==> src/rtl/gemm_mac_unit.sv <==
// gemm_mac_unit: 2x2 x 2x2 signed int8 matrix multiply / multiply-accumulate.
// One MAC per cycle over 8 cycles; results are committed only when a command
// finishes, so the result port never exposes partial sums.
//
// Ports:
//   clk, rst        clock, asynchronous active-low reset
//   gemm_valid      command strobe; accepted while idle or in the done cycle
//   gemm_rdata1/2   matrix A / B, element (r,t) at bits [8*(2r+t) +: 8]
//   gemm_acc        1: C += A*B, 0: C = A*B (sampled with the command)
//   gemm_done       1 when able to accept a command
//   gemm_irq        one-cycle pulse on completion
//   gemm_ovr        sticky: command seen while busy; cleared on next accept
//   gemm_sat        (GEMM_MAC_SATURATE_EN only) any MAC of the command saturated
//   res_sel         result index 2*r+col
//   res_data        committed C[res_sel], sign-extended from ACC_W
//
// Build option: define GEMM_MAC_SATURATE_EN for saturating accumulation and the
// gemm_sat output; otherwise accumulation wraps modulo 2^ACC_W.
module gemm_mac_unit #(
  parameter int unsigned DATA_W = 8,
  parameter int unsigned ACC_W  = 32
) (
  input  logic        clk,
  input  logic        rst,
  input  logic        gemm_valid,
  input  logic [31:0] gemm_rdata1,
  input  logic [31:0] gemm_rdata2,
  input  logic        gemm_acc,
  output logic        gemm_done,
  output logic        gemm_irq,
  output logic        gemm_ovr,
`ifdef GEMM_MAC_SATURATE_EN
  output logic        gemm_sat,
`endif
  input  logic [1:0]  res_sel,
  output logic [31:0] res_data
);

  typedef enum logic [1:0] {StIdle, StCalc, StDone} state_e;

  state_e                   state_q, state_d;
  logic [2:0]               k_q, k_d;
  logic [31:0]              a_q, a_d, b_q, b_d;
  logic signed [ACC_W-1:0]  w_q [4];
  logic signed [ACC_W-1:0]  w_d [4];
  logic signed [ACC_W-1:0]  c_q [4];
  logic signed [ACC_W-1:0]  c_d [4];
  logic                     done_q, done_d, irq_q, irq_d, ovr_q, ovr_d;

  // MAC datapath: k = {r, col, t}
  logic [1:0]                c_idx, a_idx, b_idx;
  logic signed [DATA_W-1:0]  a_el, b_el;
  logic signed [2*DATA_W-1:0] prod;
  logic signed [ACC_W-1:0]   mac_res;

  always_comb begin
    c_idx = {k_q[2], k_q[1]};
    a_idx = {k_q[2], k_q[0]};
    b_idx = {k_q[0], k_q[1]};
    a_el  = a_q[32'(a_idx) * DATA_W +: DATA_W];
    b_el  = b_q[32'(b_idx) * DATA_W +: DATA_W];
    prod  = a_el * b_el;
  end

`ifdef GEMM_MAC_SATURATE_EN
  logic                    sat_q, sat_d;
  logic                    mac_sat;
  logic signed [ACC_W:0]   sum_wide;

  // One guard bit: overflow shows as guard bit differing from the ACC_W sign bit.
  always_comb begin
    sum_wide = (ACC_W+1)'(w_q[c_idx]) + (ACC_W+1)'(prod);
    mac_sat  = sum_wide[ACC_W] ^ sum_wide[ACC_W-1];
    if (mac_sat) begin
      mac_res = sum_wide[ACC_W] ? {1'b1, {(ACC_W-1){1'b0}}} : {1'b0, {(ACC_W-1){1'b1}}};
    end else begin
      mac_res = sum_wide[ACC_W-1:0];
    end
  end

  assign gemm_sat = sat_q;
`else
  always_comb begin
    mac_res = w_q[c_idx] + ACC_W'(prod);
  end
`endif

  always_comb begin
    state_d = state_q;
    k_d     = k_q;
    a_d     = a_q;
    b_d     = b_q;
    done_d  = done_q;
    irq_d   = 1'b0;
    ovr_d   = ovr_q;
    for (int i = 0; i < 4; i++) begin
      w_d[i] = w_q[i];
      c_d[i] = c_q[i];
    end
`ifdef GEMM_MAC_SATURATE_EN
    sat_d = sat_q;
`endif

    case (state_q)
      StIdle, StDone: begin
        if (gemm_valid) begin
          a_d     = gemm_rdata1;
          b_d     = gemm_rdata2;
          ovr_d   = 1'b0;
          k_d     = 3'd0;
          state_d = StCalc;
          done_d  = 1'b0;
          for (int i = 0; i < 4; i++) begin
            w_d[i] = gemm_acc ? c_q[i] : '0;
          end
`ifdef GEMM_MAC_SATURATE_EN
          sat_d = 1'b0;
`endif
        end else begin
          state_d = StIdle;
          done_d  = 1'b1;
        end
      end
      StCalc: begin
        // Overrun: flag only, the running command is left untouched.
        if (gemm_valid) begin
          ovr_d = 1'b1;
        end
        w_d[c_idx] = mac_res;
        k_d        = k_q + 3'd1;
`ifdef GEMM_MAC_SATURATE_EN
        sat_d = sat_q | mac_sat;
`endif
        if (k_q == 3'd7) begin
          for (int i = 0; i < 4; i++) begin
            c_d[i] = w_d[i];
          end
          state_d = StDone;
          done_d  = 1'b1;
          irq_d   = 1'b1;
        end
      end
      default: begin
        state_d = StIdle;
        done_d  = 1'b1;
      end
    endcase
  end

  always_ff @(posedge clk or negedge rst) begin
    if (!rst) begin
      state_q <= StIdle;
      k_q     <= 3'd0;
      a_q     <= '0;
      b_q     <= '0;
      done_q  <= 1'b1;
      irq_q   <= 1'b0;
      ovr_q   <= 1'b0;
      for (int i = 0; i < 4; i++) begin
        w_q[i] <= '0;
        c_q[i] <= '0;
      end
`ifdef GEMM_MAC_SATURATE_EN
      sat_q <= 1'b0;
`endif
    end else begin
      state_q <= state_d;
      k_q     <= k_d;
      a_q     <= a_d;
      b_q     <= b_d;
      done_q  <= done_d;
      irq_q   <= irq_d;
      ovr_q   <= ovr_d;
      for (int i = 0; i < 4; i++) begin
        w_q[i] <= w_d[i];
        c_q[i] <= c_d[i];
      end
`ifdef GEMM_MAC_SATURATE_EN
      sat_q <= sat_d;
`endif
    end
  end

  assign gemm_done = done_q;
  assign gemm_irq  = irq_q;
  assign gemm_ovr  = ovr_q;

  always_comb begin
    res_data = 32'(c_q[res_sel]);
  end

endmodule

==> config.mk <==
export PLATFORM = sky130hd
export DESIGN_NAME = gemm_mac_unit
export DESIGN_NICKNAME = d
export VERILOG_FILES = /design/src/rtl/gemm_mac_unit.sv
export SDC_FILE = /design/constraint.sdc
export NUM_CORES = 1
export LEC_CHECK = 0
export BUFFER_PORTS_ARGS = -buffer_cell sky130_fd_sc_hd__buf_4
export CORE_ASPECT_RATIO = 0.5
export CORE_MARGIN = 2
export CORE_UTILIZATION = 35
export DETAILED_ROUTE_END_ITERATION = 8
export PLACE_DENSITY = 0.5
export SYNTH_ARGS = -nofsm -noshare
export SYNTH_HDL_FRONTEND = slang
export SYNTH_SLANG_ARGS = --single-unit
==> constraint.sdc <==
create_clock -name clk -period 10.1 [get_ports clk]
set_clock_uncertainty 0.05 [all_clocks]
set_input_delay 1.01 -clock clk [delete_from_list [all_inputs] [get_ports clk]]
set_output_delay 1.01 -clock clk [all_outputs]
set_load 0.02 [all_outputs]
# Word level (Yosys, flattened, before mapping)
# Index checks and enable logic that the tools add are counted.
# word_totals
rom_bits,0
register_bits,328
inputBits,70
memories,0
word_cells,67
latchBits,0
output_inout_bits,35
mem_bits_rw,0
# classes
div,0
n_shift,2
n_bitwise,2
muxes,28
n_reduce_logical,8
mul,1
n_addsub,2
magnitude_cmp,3
eq_ne,6
# op_table
op,n
2-to-1 mux 32 bit,9
case mux 128 bit (2 select lines),1
binary-select mux 32 bit (select 2 bit),2
bitwise mux 128 bit,1
2-to-1 mux 128 bit,1
demux 32 bit (select 2 bit),1
indexed part select 32 x 6 -> 8 bit,2
adder 32 x 16 -> 32 bit,1
multiplier 8 x 8 -> 16 bit,1
2-to-1 mux 1 bit,7
>= comparator 3 bit (second input constant),2
inequality test 2 bit (second input constant),3
NOT 2 -> 3 bit,2
case mux 3 bit (2 select lines),1
AND reduction 2 bit,3
case mux 1 bit (2 select lines),2
case mux 2 bit (2 select lines),1
adder 3 x 1 -> 3 bit (second input constant),1
equality test 3 bit (second input constant),1
< comparator 3 x 1 -> 1 bit (second input constant),1
2-to-1 mux 3 bit,1
AND reduction 3 bit,1
equality test 2 x 1 -> 1 bit (second input constant),1
equality test 2 bit (second input constant),1
other kinds (5),5

# Logic depth before layout (Yosys ltp)
# logic_depth
depth_word,7
ltp_mapped,24
depth_no_buf,21

# Worst setup path after synthesis
# Ideal clock, no wire load.
# synth_path
kind,register -> register
start,register k_q[0]
end,register c_q[125] (netlist name)
arrival_ns,7.181
required_ns,9.924
stages_incl_launch_ff,21
setup_time_ns,0.126
period_less_slack_ns,7.357
slack_ns,2.743
path_buffers,2
path_cell_list,dfrtp_1 clkbuf_1 clkbuf_1 mux4_2 and2_1 inv_1 fa_1 fa_1 fa_1 inv_1 fa_1 ha_1 ha_1 a21oi_4 a21boi_2 a2111oi_4 a211oi_4 a2111oi_4 or3_1 o311ai_4 a221o_1
# synth_via
elab_chain_len,4
elab_cells_between_ends,7
classes_between,add/sub: 1; mul: 1; eq/ne: 1; shift: 2; mux: 1; reduce/logical: 1
# synth_lines
item,line,rtl
"start, declared",42,"logic [2:0] k_q, k_d;"
"start signal, assigned",168,k_q <= k_d;
"indexed part select 32 x 6 -> 8 bit, on equally long branches","60, 61",
multiplier 8 x 8 -> 16 bit,62,prod = a_el * b_el;
adder 32 x 16 -> 32 bit,84,mac_res = w_q[c_idx] + ACC_W'(prod);
bitwise mux 128 bit,129,w_d[c_idx] = mac_res;
"end signal, assigned by index",176,c_q[i] <= c_d[i];
"end, declared",46,logic signed [ACC_W-1:0] c_q [4];
# Several ways; a longest one is shown, not always the timed one.
# A chain may end at the register's enable or synchronous reset.

# Worst setup path after layout
# layout_path
start,register k_q[1]
end,register c_q[89] (netlist name)
# layout_via
elab_chain_len,6
elab_cells_between_ends,15
classes_between,add/sub: 1; mul: 1; order compare: 2; eq/ne: 1; shift: 1; mux: 6; bitwise: 1; reduce/logical: 2
# layout_lines
item
"parallel branches: the longest is 6 deep, another holds adder 32 x 16 -> 32 bit"
# Several ways; the timed one is not identified. The select of a mux whose other input is x is not followed.

==> impl_metrics.toml <==
[clock_network]
tritoncts = "yes"
cts_resized = 0
htree_num_levels = 2
numCtsBuffers = 36
clk_pin_slew_ps = 60
root_buffer = "clkbuf_16"
insertion_delay_ps = 560
cts_buffer_depth = 3
cts_setup_buffers = 0
hold_buffers = 0
cts.sinks = 328

[setup_path]
regToRegSetupSlack_ps = 2590
arrival_ps = 7940
r2r_cells = 18
r2r_end = "c_q[89]"
cp_max_fo = 23
crit_required_ps = 10530
cp-startpoint = "k_q[1]"
critical_path.endpoint_type = "register"
r2r_start = "k_q[1]"
crit_type = "reg -> reg"
cp-start-kind = "register"

[grt]
track_usage_pct = 22.7
grt_pass1_wl_mm = 108
grt_max_degree = 119
antenna_found_initial = 2
grt_overflow = 0
grt_pass1_vias = 17000

[synthesis]
synth_commonest_cells = "478 x nand2_1, 327 x dfrtp_1, 159 x nor2_1, 147 x inv_1, 136 x fa_1"
synth_top_area_cell = "dfrtp_1"
synth_top_area_share_pct = 38.5
synth_ff_type = "dfrtp_1"
yosysWarnings = 0
ys_ff_latch = 328
synthesis.area_um2 = 21300
syn_nets = 2450
synth_cell_type_count = 60
synthTopCellsByArea = "dfrtp_1 39%, fa_1 13%, nand2_1 8.4%"
netlist_instances = 2172
ys_seq_area_share_pct = 38.6
post-synth-top-count-cell = "nand2_1"
synthArstFlopShare_pct = 100
synth-edff-count = 0
syn_avg_cell_area_um2 = 9.79

[sta]
maxSlewHeadroom_pct = 18.0
maxSlewViolCount = 0
finalSetupViolCount = 0
holdWs_ps = 420
min_period_ps = 7510
grt_setup_unrepaired = "no"
hold_viol_final = 0
finalSetupTns_ps = 0
fmax_ghz = 0.133
fin_crit_sh_pct = 74.4
setup_slack_ps = 2590
max_slew.worst_pin.slew_ps = 1220

[final_layout]
drive_gt1_share_pct = 13.7
diodes = 0
fin_util_pct = 40.4
syn2layout_area_growth_pct = 13.3
nNetsFinal = 2485

[floorplanning]
die_w_um = 353
rows = 63
die_area_um2 = 62800
num_io_pins = 105
die_h_um = 178
initial_core_util_pct = 35.7
core_area_um2 = 59600

[placement]
pre_cts_ws_ps = 2620
gp_congestion = 0.832
port_buffers = 104
dpl.hpwl_mm = 45.7

[drt]
drt_first_pass_iters = 6
final_antenna_net_count = 0
wl_met1_mm = 33.7
dr_wl_met2_mm = 30.2
wire_per_inst_um = 23.1
dr_wl_met3_mm = 4.95
top_layer_used = "met4"
route.detailed.drc = 0
vias = 17000
wl_mm = 70.4
drt_iter0_markers = 1840
viasPerCell = 5.57

[worst_hold_path]
holdPathStages = 2
min_to = "b_q[20]"
min_path_type = "reg -> reg"
holdCritStartpoint = "b_q[20]"

[status]
outcome = "finished, final reports clean"

[flow_run]
maxCapViolations = 0
==> registers in the layout, summed over array words and instances (netlist names) <==
register,flops
c_q,128
w_q,128
a_q,32
b_q,32
k_q,3
state_q,2
gemm_done,1
gemm_irq,1
gemm_ovr,1
==> final cells by class <==
type | count | area, um2
Clock buffer | 57 | 1110
Clock inverter | 7 | 129
Fill cell | 5915 | 35500
Inverter | 148 | 558
Multi-Input combinational cell | 1556 | 12000
Sequential cell | 328 | 8210
Tap cell | 812 | 1020
Timing Repair Buffer | 137 | 1040
==> worst max-delay path by stage <==
stage | cells past startpoint | to
4_1_cts | 18 | c_q[121]
3_3_place_gp | 18 | c_q[25]
6_report | 18 | c_q[89]
2_1_floorplan | 20 | c_q[125]
5_1_grt | 18 | c_q[121]
3_5_place_dp | 18 | c_q[121]
==> per-stage QoR <==
step                      instance area (um2)  instances
after floorplan                         21300       2172
after global placement                  22800       2981
after detailed placement                22800       2981
after CTS                               24100       3045
after global routing                    24100       3045
final                                   24100       3045
==> logic make-up (layout without fill, tap and decap cells) <==
logic type | after synthesis | after routing | share of synthesized area, %
AND/OR/NAND/NOR | 770 | 770 | 15.0
XOR/XNOR | 29 | 29 | 1.20
multiplexers | 81 | 81 | 8.47
adder cells (fa/ha/maj) | 208 | 208 | 17.0
buffers and inverters | 288 | 349 | 5.13
flip-flops | 328 | 328 | 38.6
AO/OA/AOI/OAI | 468 | 468 | 14.5
==> critical path, cell delays in order (launching register included) <==
cell,delay (ps)
dfrtp_4,710
mux4_2,660
and2_1,200
inv_1,540
fa_1,530
inv_1,80
fa_1,440
fa_1,520
fa_1,550
fa_1,440
ha_1,350
o21ai_1,100
o21ai_0,230
nand2_1,240
a211oi_4,420
a21oi_1,140
xnor2_1,900
nand2_1,110
a31oi_1,220
==> routing by layer <==
layer  global-route usage (%)  up-vias
met5                        0        -
met4                     4.90        0
met3                     3.48       95
met2                     33.9      587
met1                     34.6     8740
li1                         -     7552
==> placed cells by master (no fill, tap or decap), types with 20 or more instances in the layout <==
cell       Yosys  routed
ha_1          72      72
nor3_1        23      23
fa_1         136     136
a21oi_1      110     110
and2_1        35      34
xnor2_1       20      20
clkbuf_16      0      37
buf_4          0     136
a31oi_1       59      59
dfrtp_1      327     325
o21ai_0      117     117
and3_1        32      32
mux4_2        79      79
nand2_1      478     474
a32oi_1       55      55
inv_1        147     147
nor2_1       159     156
a22oi_1       48      48
Power is not shown: default switching activity piles up to over one toggle a cycle in this logic, so the estimate is an artifact.
